**src/rtl/uart_pkg.sv**
```systemverilog
// Shared types and defaults for the UART transmit scheduler.
package uart_pkg;

  localparam int unsigned DATA_W           = 8;
  localparam int unsigned FIFO_DEPTH_DEF   = 4;
  localparam int unsigned BUSY_TIMEOUT_DEF = 16384;

  typedef enum logic [1:0] {
    ST_IDLE      = 2'd0,
    ST_LAUNCH    = 2'd1,
    ST_WAIT_DONE = 2'd2
  } sched_state_e;

endpackage

```
**src/rtl/uart_tx_fifo.sv**
```systemverilog
// Per-requester byte FIFO with occupancy count. A freshly written entry
// becomes readable one cycle after its write, so the head is never read
// from a storage slot in the same cycle it was written.
module uart_tx_fifo
  import uart_pkg::*;
#(
  parameter int unsigned DEPTH = FIFO_DEPTH_DEF
) (
  input  logic                         clk,
  input  logic                         reset,
  input  logic                         wr_valid,
  input  logic [DATA_W-1:0]            wr_data,
  output logic                         wr_ready_c,
  input  logic                         rd_pop,
  output logic [DATA_W-1:0]            rd_data_c,
  output logic                         rd_avail_c,
  output logic [$clog2(DEPTH):0]       level
);

  localparam int unsigned AW = $clog2(DEPTH);
  localparam int unsigned LW = AW + 1;

  logic [DATA_W-1:0] mem [DEPTH];
  logic [AW-1:0]     wr_ptr;
  logic [AW-1:0]     rd_ptr;
  logic              push_d;
  logic              push_ok;
  logic              pop_ok;

  assign wr_ready_c = (level != LW'(DEPTH));
  assign rd_avail_c = (level > LW'(push_d));
  assign rd_data_c  = mem[rd_ptr];
  assign push_ok    = wr_valid && wr_ready_c;
  assign pop_ok     = rd_pop && rd_avail_c;

  // Storage write; contents need no reset since level gates every read.
  always_ff @(posedge clk) begin
    if (push_ok) mem[wr_ptr] <= wr_data;
  end

  // Pointers, occupancy and write-visibility delay.
  always_ff @(posedge clk or posedge reset) begin
    if (reset) begin
      wr_ptr <= '0;
      rd_ptr <= '0;
      level  <= '0;
      push_d <= 1'b0;
    end else begin
      push_d <= push_ok;
      if (push_ok) wr_ptr <= wr_ptr + AW'(1);
      if (pop_ok)  rd_ptr <= rd_ptr + AW'(1);
      case ({push_ok, pop_ok})
        2'b10:   level <= level + LW'(1);
        2'b01:   level <= level - LW'(1);
        default: level <= level;
      endcase
    end
  end

endmodule

```
**src/rtl/uart_tx_scheduler.sv**
```systemverilog
// Two-requester round-robin scheduler feeding a single UART transmitter
// through a start/busy handshake with a launch timeout.
module uart_tx_scheduler
  import uart_pkg::*;
#(
  parameter int unsigned FIFO_DEPTH   = FIFO_DEPTH_DEF,
  parameter int unsigned BUSY_TIMEOUT = BUSY_TIMEOUT_DEF
) (
  input  logic                          clk,
  input  logic                          reset,
  input  logic                          i_valid0,
  input  logic [DATA_W-1:0]             i_data0,
  output logic                          o_ready0,
  input  logic                          i_valid1,
  input  logic [DATA_W-1:0]             i_data1,
  output logic                          o_ready1,
  output logic                          o_tx_start,
  output logic [DATA_W-1:0]             o_tx_data,
  input  logic                          i_tx_busy,
  output logic [$clog2(FIFO_DEPTH):0]   o_level0,
  output logic [$clog2(FIFO_DEPTH):0]   o_level1,
  output logic                          o_timeout_err,
  input  logic                          i_clear_err
);

  localparam int unsigned CNT_W = $clog2(BUSY_TIMEOUT + 1);
  localparam logic [CNT_W-1:0] CNT_LAST = CNT_W'(BUSY_TIMEOUT - 1);
  localparam logic [CNT_W-1:0] CNT_MAX  = CNT_W'(BUSY_TIMEOUT);

  sched_state_e      state, state_n;
  logic              busy_meta, busy_s;
  logic              last_grant, last_grant_n;
  logic [CNT_W-1:0]  cnt, cnt_n;
  logic              start_n;
  logic [DATA_W-1:0] data_n;
  logic              err_n;
  logic              pop0_c, pop1_c;
  logic              avail0_c, avail1_c;
  logic [DATA_W-1:0] head0_c, head1_c;
  logic              pick_c;

  uart_tx_fifo #(.DEPTH(FIFO_DEPTH)) u_fifo0 (
    .clk        (clk),
    .reset      (reset),
    .wr_valid   (i_valid0),
    .wr_data    (i_data0),
    .wr_ready_c (o_ready0),
    .rd_pop     (pop0_c),
    .rd_data_c  (head0_c),
    .rd_avail_c (avail0_c),
    .level      (o_level0)
  );

  uart_tx_fifo #(.DEPTH(FIFO_DEPTH)) u_fifo1 (
    .clk        (clk),
    .reset      (reset),
    .wr_valid   (i_valid1),
    .wr_data    (i_data1),
    .wr_ready_c (o_ready1),
    .rd_pop     (pop1_c),
    .rd_data_c  (head1_c),
    .rd_avail_c (avail1_c),
    .level      (o_level1)
  );

  // Bring the baud-domain busy flag into clk.
  always_ff @(posedge clk or posedge reset) begin
    if (reset) begin
      busy_meta <= 1'b0;
      busy_s    <= 1'b0;
    end else begin
      busy_meta <= i_tx_busy;
      busy_s    <= busy_meta;
    end
  end

  // State, arbitration history, timeout counter and registered outputs.
  always_ff @(posedge clk or posedge reset) begin
    if (reset) begin
      state         <= ST_IDLE;
      last_grant    <= 1'b1;
      cnt           <= '0;
      o_tx_start    <= 1'b0;
      o_tx_data     <= '0;
      o_timeout_err <= 1'b0;
    end else begin
      state         <= state_n;
      last_grant    <= last_grant_n;
      cnt           <= cnt_n;
      o_tx_start    <= start_n;
      o_tx_data     <= data_n;
      o_timeout_err <= err_n;
    end
  end

  // Round-robin pick when both heads are ready, otherwise whichever is.
  assign pick_c = (avail0_c && avail1_c) ? ~last_grant : avail1_c;

  // Next-state, pop and launch decisions.
  always_comb begin
    state_n      = state;
    last_grant_n = last_grant;
    cnt_n        = cnt;
    start_n      = o_tx_start;
    data_n       = o_tx_data;
    err_n        = o_timeout_err && !i_clear_err;
    pop0_c       = 1'b0;
    pop1_c       = 1'b0;

    case (state)
      ST_IDLE: begin
        if (!busy_s && (avail0_c || avail1_c)) begin
          if (pick_c) begin
            pop1_c = 1'b1;
            data_n = head1_c;
          end else begin
            pop0_c = 1'b1;
            data_n = head0_c;
          end
          last_grant_n = pick_c;
          start_n      = 1'b1;
          cnt_n        = '0;
          state_n      = ST_LAUNCH;
        end
      end
      ST_LAUNCH: begin
        if (busy_s) begin
          start_n = 1'b0;
          state_n = ST_WAIT_DONE;
        end else if (cnt == CNT_LAST) begin
          start_n = 1'b0;
          err_n   = 1'b1;
          state_n = ST_IDLE;
        end else if (cnt != CNT_MAX) begin
          cnt_n = cnt + CNT_W'(1);
        end
      end
      ST_WAIT_DONE: begin
        if (!busy_s) state_n = ST_IDLE;
      end
      default: state_n = ST_IDLE;
    endcase
  end

endmodule

```
**config.mk**
```make
export PLATFORM = sky130hd
export DESIGN_NAME = uart_tx_scheduler
export DESIGN_NICKNAME = d
export VERILOG_FILES = /design/src/rtl/uart_pkg.sv /design/src/rtl/uart_tx_fifo.sv /design/src/rtl/uart_tx_scheduler.sv
export SDC_FILE = /design/constraint.sdc
export NUM_CORES = 1
export LEC_CHECK = 0
export BUFFER_PORTS_ARGS = -buffer_cell sky130_fd_sc_hd__buf_2
export CORE_MARGIN = 4
export CORE_UTILIZATION = 28
export CTS_CLUSTER_SIZE = 20
export DETAILED_ROUTE_END_ITERATION = 8
export REMOVE_ABC_BUFFERS = 1
export SLEW_MARGIN = 0
export SYNTH_ARGS = -nofsm -noshare
export SYNTH_HDL_FRONTEND = slang
export SYNTH_SLANG_ARGS = --single-unit
```
**constraint.sdc**
```tcl
create_clock -name clk -period 3.65 [get_ports clk]
set_input_delay 0.9125 -clock clk [delete_from_list [all_inputs] [get_ports clk]]
set_output_delay 0.9125 -clock clk [all_outputs]
set_load 0.01 [all_outputs]
```
==> results of run 1 <==
report_power, final:
part | total (mW) | leakage (nW) | internal (mW) | switching (mW)
logic | 1.35 | 0.866 | 0.619 | 0.730
registers | 1.91 | 1.17 | 1.64 | 0.273
clock network | 0.956 | 0.138 | 0.479 | 0.477
total | 4.22 | 2.17 | 2.74 | 1.48
final cells by class:
cell class / count / area [um^2] / area share, %
clock inverter: 7 / 60.1 / 1.08
clock buffer: 9 / 225 / 4.04
timing repair buffer: 41 / 210 / 3.77
tap: 225 / 282 / 5.05
inverter: 28 / 105 / 1.88
multi-input combinational: 187 / 1620 / 29.1
sequential: 110 / 3070 / 55.1
logic make-up after synthesis:
family | after synthesis | synth area share (%)
mux | 17 | 7.58
simple gates | 78 | 8.76
xor+xnor | 12 | 2.15
flops | 110 | 63.0
buf+inv | 42 | 3.87
fa+ha+maj | 16 | 4.41
compound gates | 64 | 10.3
routing by layer:
layer  vias to the layer above  track usage, %  share of wire [%]
li1                       1354               -                  -
met1                      1477            14.1                 47
met2                        64            15.3                 46
met3                        14            3.07                5.4
met4                         0            4.39                1.8
met5                         -               0                  0
cell usage in the layout (no fill, tap or decap), types with 2 or more instances in the layout:
| cell type | instances |
|---|---|
| a21oi_1 | 5 |
| a22o_1 | 8 |
| a31oi_1 | 4 |
| and2_1 | 2 |
| and3_1 | 10 |
| buf_2 | 39 |
| buf_4 | 2 |
| clkbuf_16 | 9 |
| dfrtp_1 | 45 |
| edfxtp_1 | 64 |
| fa_1 | 2 |
| ha_1 | 14 |
| inv_1 | 27 |
| inv_6 | 3 |
| inv_8 | 2 |
| mux4_2 | 16 |
| nand2_1 | 17 |
| nand2b_1 | 4 |
| nand3_1 | 10 |
| nand3_2 | 3 |
| nand4_1 | 2 |
| nor2_1 | 15 |
| nor3_1 | 4 |
| nor4_1 | 3 |
| o21ai_0 | 12 |
| o22ai_1 | 2 |
| o2bb2ai_1 | 8 |
| o31ai_1 | 11 |
| o31ai_2 | 6 |
| o41ai_1 | 2 |
| or4_1 | 2 |
| xnor2_1 | 7 |
| xor2_1 | 5 |
metrics by stage:
| stage | worst slack [ps] | instances | cell area, um^2 |
|---|---|---|---|
| after floorplan | 936 | 325 | 4800 |
| after global placement | 1140 | 591 | 5290 |
| after detailed placement | 1070 | 591 | 5290 |
| after CTS | 1020 | 607 | 5580 |
| after global routing | 854 | 607 | 5580 |
| final | 1050 | 607 | 5580 |
critical path, cell delays in order, from the launching register on:
cell and delay, ps:
dfrtp_1 390, inv_1 100, ha_1 300, nor2_1 130, nor3_1 90, a21oi_1 140
buf_4 190, nand2_1 110, inv_1 80, ha_1 170, inv_1 60, fa_1 370
xor2_1 150, nor2_1 110, xor2_1 150
state kept, by name, summed over array words and instances (netlist names), 2 cells and up:
name	flops
u_fifo0.mem	32
u_fifo1.mem	32
cnt	15
o_tx_data	8
u_fifo0.level	3
u_fifo1.level	3
state	2
u_fifo0.rd_ptr	2
u_fifo0.wr_ptr	2
u_fifo1.rd_ptr	2
u_fifo1.wr_ptr	2
how the worst max path moves through the flow:
stage,from,to,slack [ps],cells past startpoint
floorplan,u_fifo1.level[0],u_fifo1.level[2],940,13
global placement,u_fifo1.level[0],u_fifo1.level[2],1140,14
detailed placement,u_fifo0.level[0],u_fifo1.level[2],1070,13
CTS,u_fifo1.level[0],u_fifo1.level[2],1020,14
global route,u_fifo1.level[0],u_fifo1.level[2],850,14
finish,u_fifo1.level[0],u_fifo1.level[2],1050,14
==> results.md, run 1 <==
* Status: finished clean
* Row count at 48
* Worst setup EP type: flip-flop
* Leakage at 2.17 nW
* EDFF count, synth at between 60 and 70
* CP required at ~4000 ps
* Via count at roughly 2900
* Syn_area_per_cell at 14.4 um^2
* Worst hold path startpoint: busy_meta
* Cells after synthesis at 339
* Initial antenna violation count at 0
* Die Span Y at approximately 140 um
* Fin. Hold Viols at 0
* Async set-reset flop share out of synthesis at 41.8%
* Final hold slack at 349 ps
* Root buffer cell: clkbuf_16
* Post-route setup TNS at 0 ps
* Share of post-route cells with drive strength above 1 at between 20% and 30%
* Routed length per placed instance at 16.2 um
* Cell with the most instances after synthesis: edfxtp_1
* Die ar. at between 15000 and 20000 um^2
* Starting density of the core at about 28%
* Unrepaired setup endpoints after global routing: no
* Period utilization at between 70% and 80%
* CTS tree: yes
* Synth top area share at between 30% and 40%
* Reg-to-Reg End: u_fifo1.level[2]
* Post-DP HPWL at 6920 um
* Diodes inserted at 0
* Synth Warn # at 0
* Netlist cell types at 47
* Total clock sinks at 110
* Primary FF master, synth: edfxtp_1
* Final Wtd Congestion at 0.760
* Vias in the first global route at 3000
* Synth Register Bits at 110
* Flop2flop setup slack at 1050 ps
* PD cells at 757 nW/um^2
* Total grt overflow at 0
* Drt first pass iters at 4
* Min-Delay Path Class: reg2reg
* Post-CTS Hold Buffers at 0
* Startpoint types: flip-flop
* # fillers at 1748
* First-pass GRT wire length at 16000 um
* Overall Global Routing Usage at 10.3%
* Buffer count from post-CTS setup fixing at 0
* Hold EP: busy_s
* Core Box Area at 17200 um^2
* DRC violation count after routing at 0
* Fin util at between 30% and 40%
* Pwr Total at 4.22 mW
* # setup viols final at 0
* Largest buffer count on any clock path at 2
* Chip width at 140 um
* Largest net degree at the start of global routing at 47
* Worst Hold Depth at 0
* Biggest area consumer among synthesized cells: edfxtp_1
* Fmax at about 380 MHz
* Mapped cell area at 4880 um^2
* Drt initial violations at 186
* # resized after CTS at 0
* Slew Limit Fails at 0
* H-tree levels at 3
* Reg2reg path depth at 14
* Sequential element share of the synthesized area at roughly 63%
* CP Max Fanout at 10
* Top post-synthesis cells by count: edfxtp_1 (64), dfrtp_1 (45), inv_1 (28)
* Post-route ant nets at 0
* Total routed wirelength at ~9800 um
* Synth top area cells: edfxtp_1 (39%), dfrtp_1 (23%), mux4_2 (7.4%)
* Num CTS Buffers at 9
* R2R Path Start: u_fifo1.level[0]
* Rel. slew slack at 33.9%
* Area growth syn-to-layout at 14.2%
* Final Skew at approximately 12 ps
* Final nets at between 400 and 500
* # IOs at 40
* Later-pin clock latency in the skew report at roughly 350 ps
* Worst-path clk slew at 70 ps
* IO buf count at 39
* Max IR drop VDD at 0.303 mV
* Worst slew pin tran at between 900 and 1000 ps
* Tmin final at 2600 ps
* Max-cap check violation count at 0
* Vias per inst at 4.79
* CP Class: reg2reg
* Worst EP arrival at 2880 ps
Note: power is estimated with default switching activity, not from simulation.
==> run 2: changes to the inputs <==
- clock period: 3.65 -> 2.67 ns (I/O delays scaled with it)
==> run 2 against run 1 <==
Effect of this change: die area stayed put; sequential share of layout area is 0.73 points lower; non-clock buffer count grew 6; utilization up 0.44 points; critical path type unchanged; critical endpoint is now u_fifo0.level[2]; largest cell class unchanged.
==> results.md, run 2 (synthesis results as in run 1) <==
* Root buffer cell: clkbuf_16
* Via count at ~2900
* Vias in the first global route at 2947
* Register area at 3070 um^2
* Pwr Total at 5.89 mW
* Worst slew pin tran at 652 ps
* Slew Limit Fails at 0
* H-tree levels at 3
* PD cells at roughly 1000 nW/um^2
* Period utilization at 92.9%
* Num CTS Buffers at 9
* Rel. slew slack at 56.2%
* DRC violation count after routing at 0
* Final Wtd Congestion at 0.779
* Post-route ant nets at 0
* Area of the multi-input gates at 1620 um^2
* Total grt overflow at 0
* Routed length per placed instance at 15.8 um
* Later-pin clock latency in the skew report at approximately 350 ps
* Status: finished clean
* Max IR drop VDD at 0.431 mV
* Share of post-route cells with drive strength above 1 at 24.0%
* # setup viols final at 0
* Overall Global Routing Usage at roughly a tenth
* First-pass GRT wire length at approximately 16000 um
* Vias per inst at 4.74
* # IOs at 40
* Worst setup EP type: flip-flop
* Worst EP arrival at 2770 ps
* Die Span Y at 140 um
* CP required at a little under 3000 ps
* Fin. Hold Viols at 0
* Fmax at roughly 400 MHz
* IO buf count at 39
* Max-cap check violation count at 0
* Final nets at between 400 and 500
* Drt first pass iters at 5
* Final Skew at roughly 11 ps
* Initial antenna violation count at 0
* Crit path largest cell delay at between 300 and 400 ps
* Tmin final at 2480 ps
* Total clock sinks at 110
* Die ar. at around 20000 um^2
* Min-Delay Path Class: reg2reg
* Core Box Area at 17200 um^2
* Leakage at 2.22 nW
* Crit-path cells: inv_1, ha_1, o21ai_0, o211a_1, ha_1, inv_1, fa_1, xor2_1, nor2_1, xor2_1
* Largest net degree at the start of global routing at 47
* Diodes inserted at 0
* Startpoint types: flip-flop
* Worst-path clk slew at 80 ps
* Post-DP HPWL at 6750 um
* Leading cell type in the layout, fill and taps excluded: edfxtp_1
* Row count at 48
* CTS tree: yes
* Chip width at 140 um
* CP Max Fanout at 3
* Final hold slack at 351 ps
* Area growth syn-to-layout at 15.7%
* Most frequent cells in the layout: edfxtp_1 (64), dfrtp_1 (45), buf_2 (39)
* Total routed wirelength at 9670 um
* Starting density of the core at roughly 28%
* CP max stage cell: dfrtp_1
* Drt initial violations at 210
* Largest regs: u_fifo0.mem (32), u_fifo1.mem (32), cnt (15)
* CP Class: reg2reg
* Post-CTS Hold Buffers at 0
* Unrepaired setup endpoints after global routing: no
* # fillers at 1720
* Largest buffer count on any clock path at 2
[run 2: worst paths after layout]
| check | start | endpoint | slack, ps | depth (start not counted) |
|---|---|---|---|---|
| setup / recovery | u_fifo0.level[0] | u_fifo0.level[2] | 190 | 10 |
| hold / removal | busy_meta | busy_s | 350 | 0 |
| setup reg to reg | u_fifo0.level[0] | u_fifo0.level[2] | 190 | 10 |
| hold reg to reg | busy_meta | busy_s | 350 | 0 |
| max in group asynchronous | reset | cnt[13] | 1810 | 3 |
| min in group asynchronous | reset | o_tx_start | 460 | 3 |
[run 2: critical path, delay by kind of cell (launching register included)]
family	cells	cell delay, ps
compound gates	2	570
xor+xnor	2	290
fa+ha+maj	3	890
buf+inv	2	170
flops	1	390
simple gates	1	110
[run 2: final cells by class]
| class | instances | area share (%) |
|---|---|---|
| tap | 225 | 4.98 |
| multi-input combinational | 187 | 28.7 |
| sequential | 110 | 54.4 |
| inverter | 28 | 1.86 |
| clock buffer | 9 | 3.98 |
| timing repair buffer | 47 | 4.52 |
| clock inverter | 7 | 1.59 |
[run 2: stage by stage]
step                      area, um^2  setup TNS, ps  instances  setup WS [ps]  utilization (%)
after floorplan                 4800          -43.7        325          -43.7                -
after global placement          5320              0        595            268             31.0
after detailed placement        5320              0        595            182             31.0
after CTS                       5640              0        611            147             32.8
after global routing            5650              0        613           15.1             32.9
final                           5650              0        613            190             32.9
[run 2: repair_timing]
action,4_1_cts,5_1_grt
setup endpoints to repair,0,1
resized for setup,0,0
endpoints found under the hold margin,0,0
setup buffers,0,2
[run 2: routing by layer]
metal	wire, um	GRT usage, %
met1	4470	14.0
met2	4400	15.1
met3	591	3.28
met4	207	4.69
met5	0	0
[run 2: report_power, final]
part	switching [mW]	internal (mW)	total [mW]
combinational	1.01	0.878	1.88
sequential	0.362	2.24	2.61
clock	0.651	0.751	1.40
==> run 3: changes to the inputs <==
- ABC_AREA: unset -> 1
==> run 3 against run 2 <==
Effect of this change: area after synthesis rose by 6.2%; wire length rose by 12%; non-clock buffer count rose by 8; register-to-register slack improved by 20 ps; first-iteration DRC count fell by 12%; worst setup slack improved by 21 ps; sequential power fell by 5%; highest routed layer unchanged; critical path depth rose by 2; global-route usage rose by 0.72 points.
==> results.md, run 3 <==
* Status: finished clean
* Leading cell type in the layout, fill and taps excluded: nand2_1
* Share of post-route cells with drive strength above 1 at 18.3%
* Syn_area_per_cell at 10.0 um^2
* Buffer count from post-CTS setup fixing at 0
* CP Class: reg2reg
* Initial antenna violation count at 0
* Later-pin clock latency in the skew report at about 350 ps
* Mapped cell area at 5190 um^2
* Die ar. at 20800 um^2
* Placed inst area at 5700 um^2
* Synth top area cells: edfxtp_1 (37%), dfrtp_1 (22%), nand2_1 (7.3%)
* Final nets at 608
* Via count at 3558
* Cell with the most instances after synthesis: nand2_1
* Largest net degree at the start of global routing at 24
* Vias in the first global route at ~3600
* Period utilization at 92.1%
* Drt first pass iters at 4
* DRC violation count after routing at 0
* Final Wtd Congestion at 0.798
* Startpoint types: flip-flop
* Overall Global Routing Usage at around 11%
* Post-route ant nets at 0
* Vias per inst at 4.43
* Unrepaired setup endpoints after global routing: no
* Most frequent cells in the layout: nand2_1 (101), nor2_1 (79), edfxtp_1 (64)
* Num CTS Buffers at 9
* Post-CTS Hold Buffers at 0
* Total grt overflow at 0
* Rel. slew slack at about 68%
* Slew Limit Fails at 0
* Max-cap check violation count at 0
* CP Max Fanout at 3
* Die Span Y at 144 um
* Biggest area consumer among synthesized cells: edfxtp_1
* Post-DP HPWL at 7730 um
* CTS tree: yes
* Final Skew at 15.0 ps
* Flop2flop setup slack at 210 ps
* Routed length per placed instance at 13.5 um
* Worst EP arrival at 2690 ps
* IO buf count at 39
* Chip width at 144 um
* # resized after CTS at 0
* Reg2reg path depth at 12
* Min-Delay Path Class: in2async
* Diodes inserted at 0
* Root buffer cell: clkbuf_16
* EDFF count, synth at 64
* Pwr Total at between 5 and 6 mW
* Starting density of the core at between 20 and 30%
* Synth top area share at 37.1%
* Worst-path clk slew at 80 ps
* # IOs at 40
* Fin area at between 6000 and 7000 um^2
* Worst setup EP type: flip-flop
* Leakage at 2.50 nW
* Largest buffer count on any clock path at 2
* H-tree levels at 3
* Synth Register Bits at 110
* Top post-synthesis cells by count: nand2_1 (101), nor2_1 (79), edfxtp_1 (64)
* Worst slew pin tran at 485 ps
* Primary FF master, synth: edfxtp_1
* Largest regs: u_fifo0.mem (32), u_fifo1.mem (32), cnt (15)
* CP required at 2900 ps
* Async set-reset flop share out of synthesis at 41.8%
* # setup viols final at 0
* # fillers at approximately 1800
* R2R Path Start: u_fifo0.level[0]
* Tmin final at 2460 ps
* Netlist cell types at 31
* Total clock sinks at 110
* Drt initial violations at 185
* DP Worst Slack at 198 ps
* Fin. Hold Viols at 0
* Worst setup path endpoint: u_fifo1.level[2]
* Area growth syn-to-layout at 16.1%
* Cells after synthesis at 518
* First-pass GRT wire length at 18000 um
* Synth Warn # at 0
* Fmax at 407 MHz
* Reg-to-Reg End: u_fifo1.level[2]
* Critical path origin: u_fifo0.level[0]
* Final setup margin at roughly 210 ps
* Total routed wirelength at 10800 um
* Core Box Area at 18100 um^2
* PD cells at 988 nW/um^2
* Row count at around 50
* Max IR drop VDD at 0.489 mV
* Sequential element share of the synthesized area at 59.3%
-- run 3: cell count changes after synthesis, sizes merged, moves of 16 or more --
cell   change
nor2      +72
nand3     +25
o21ai     +30
inv       +25
mux4      -16
nand2     +91
o31ai     -17
-- run 3: cell type report --
type                            count  area [um^2]  share of cell area (%)
Tap cell                          229          287                    4.76
Clock inverter                      7         93.8                    1.56
Clock buffer                        9          225                    3.74
Inverter                           54          203                    3.37
Timing Repair Buffer               55          315                    5.24
Multi-Input combinational cell    340         1820                    30.3
Sequential cell                   110         3070                    51.1
-- run 3: worst min path at each step --
stage	to	slack [ps]	startpoint
2_1_floorplan	busy_s	330	busy_meta
3_3_place_gp	busy_s	340	busy_meta
3_5_place_dp	busy_s	340	busy_meta
4_1_cts	cnt[2]	250	reset
5_1_grt	cnt[0]	260	reset
6_report	cnt[2]	250	reset
-- run 3: per-layer routing --
layer  part of all wire, %  wire (um)  track usage [%]  vias up
li1                      -          -                -     1823
met1                    47       5040             14.0     1672
met4                   1.6        174             3.12        0
met5                     0          0                0        -
met3                   3.3        362             2.25       11
met2                    48       5240             19.1       52
-- run 3: metrics by stage --
stage / util (%) / instances / hold slack (ps) / setup TNS [ps]
floorplan: - / 504 / 331 / -319
global placement: 31.5 / 788 / 335 / 0
detailed placement: 31.5 / 788 / 336 / 0
CTS: 33.3 / 804 / 254 / 0
global route: 33.3 / 804 / 263 / 0
finish: 33.3 / 804 / 248 / 0
-- run 3: cell families after synthesis --
kind of cell             synth area share (%)
flip-flops                               59.3
AO/OA/AOI/OAI                            7.09
AND/OR/NAND/NOR                          22.0
buffers and inverters                    5.60
XOR/XNOR                                 1.86
adder cells (fa/ha/maj)                  4.15
-- run 3: worst max-delay path: stages, from the launching register on --
cell     delay (ps)
dfrtp_1         370
inv_1           100
ha_1            280
nor2_1           40
nor2_1          130
nor2_1           70
nor3_1          290
ha_1            200
inv_1            70
fa_1            390
a21oi_1         160
o21ai_0         120
xnor2_1         130
-- run 3: report_power, final --
part / total, mW / internal, mW / switching [mW]
Combinational: 2.10 / 0.728 / 1.37
Sequential: 2.47 / 2.24 / 0.225
Clock: 1.38 / 0.684 / 0.695
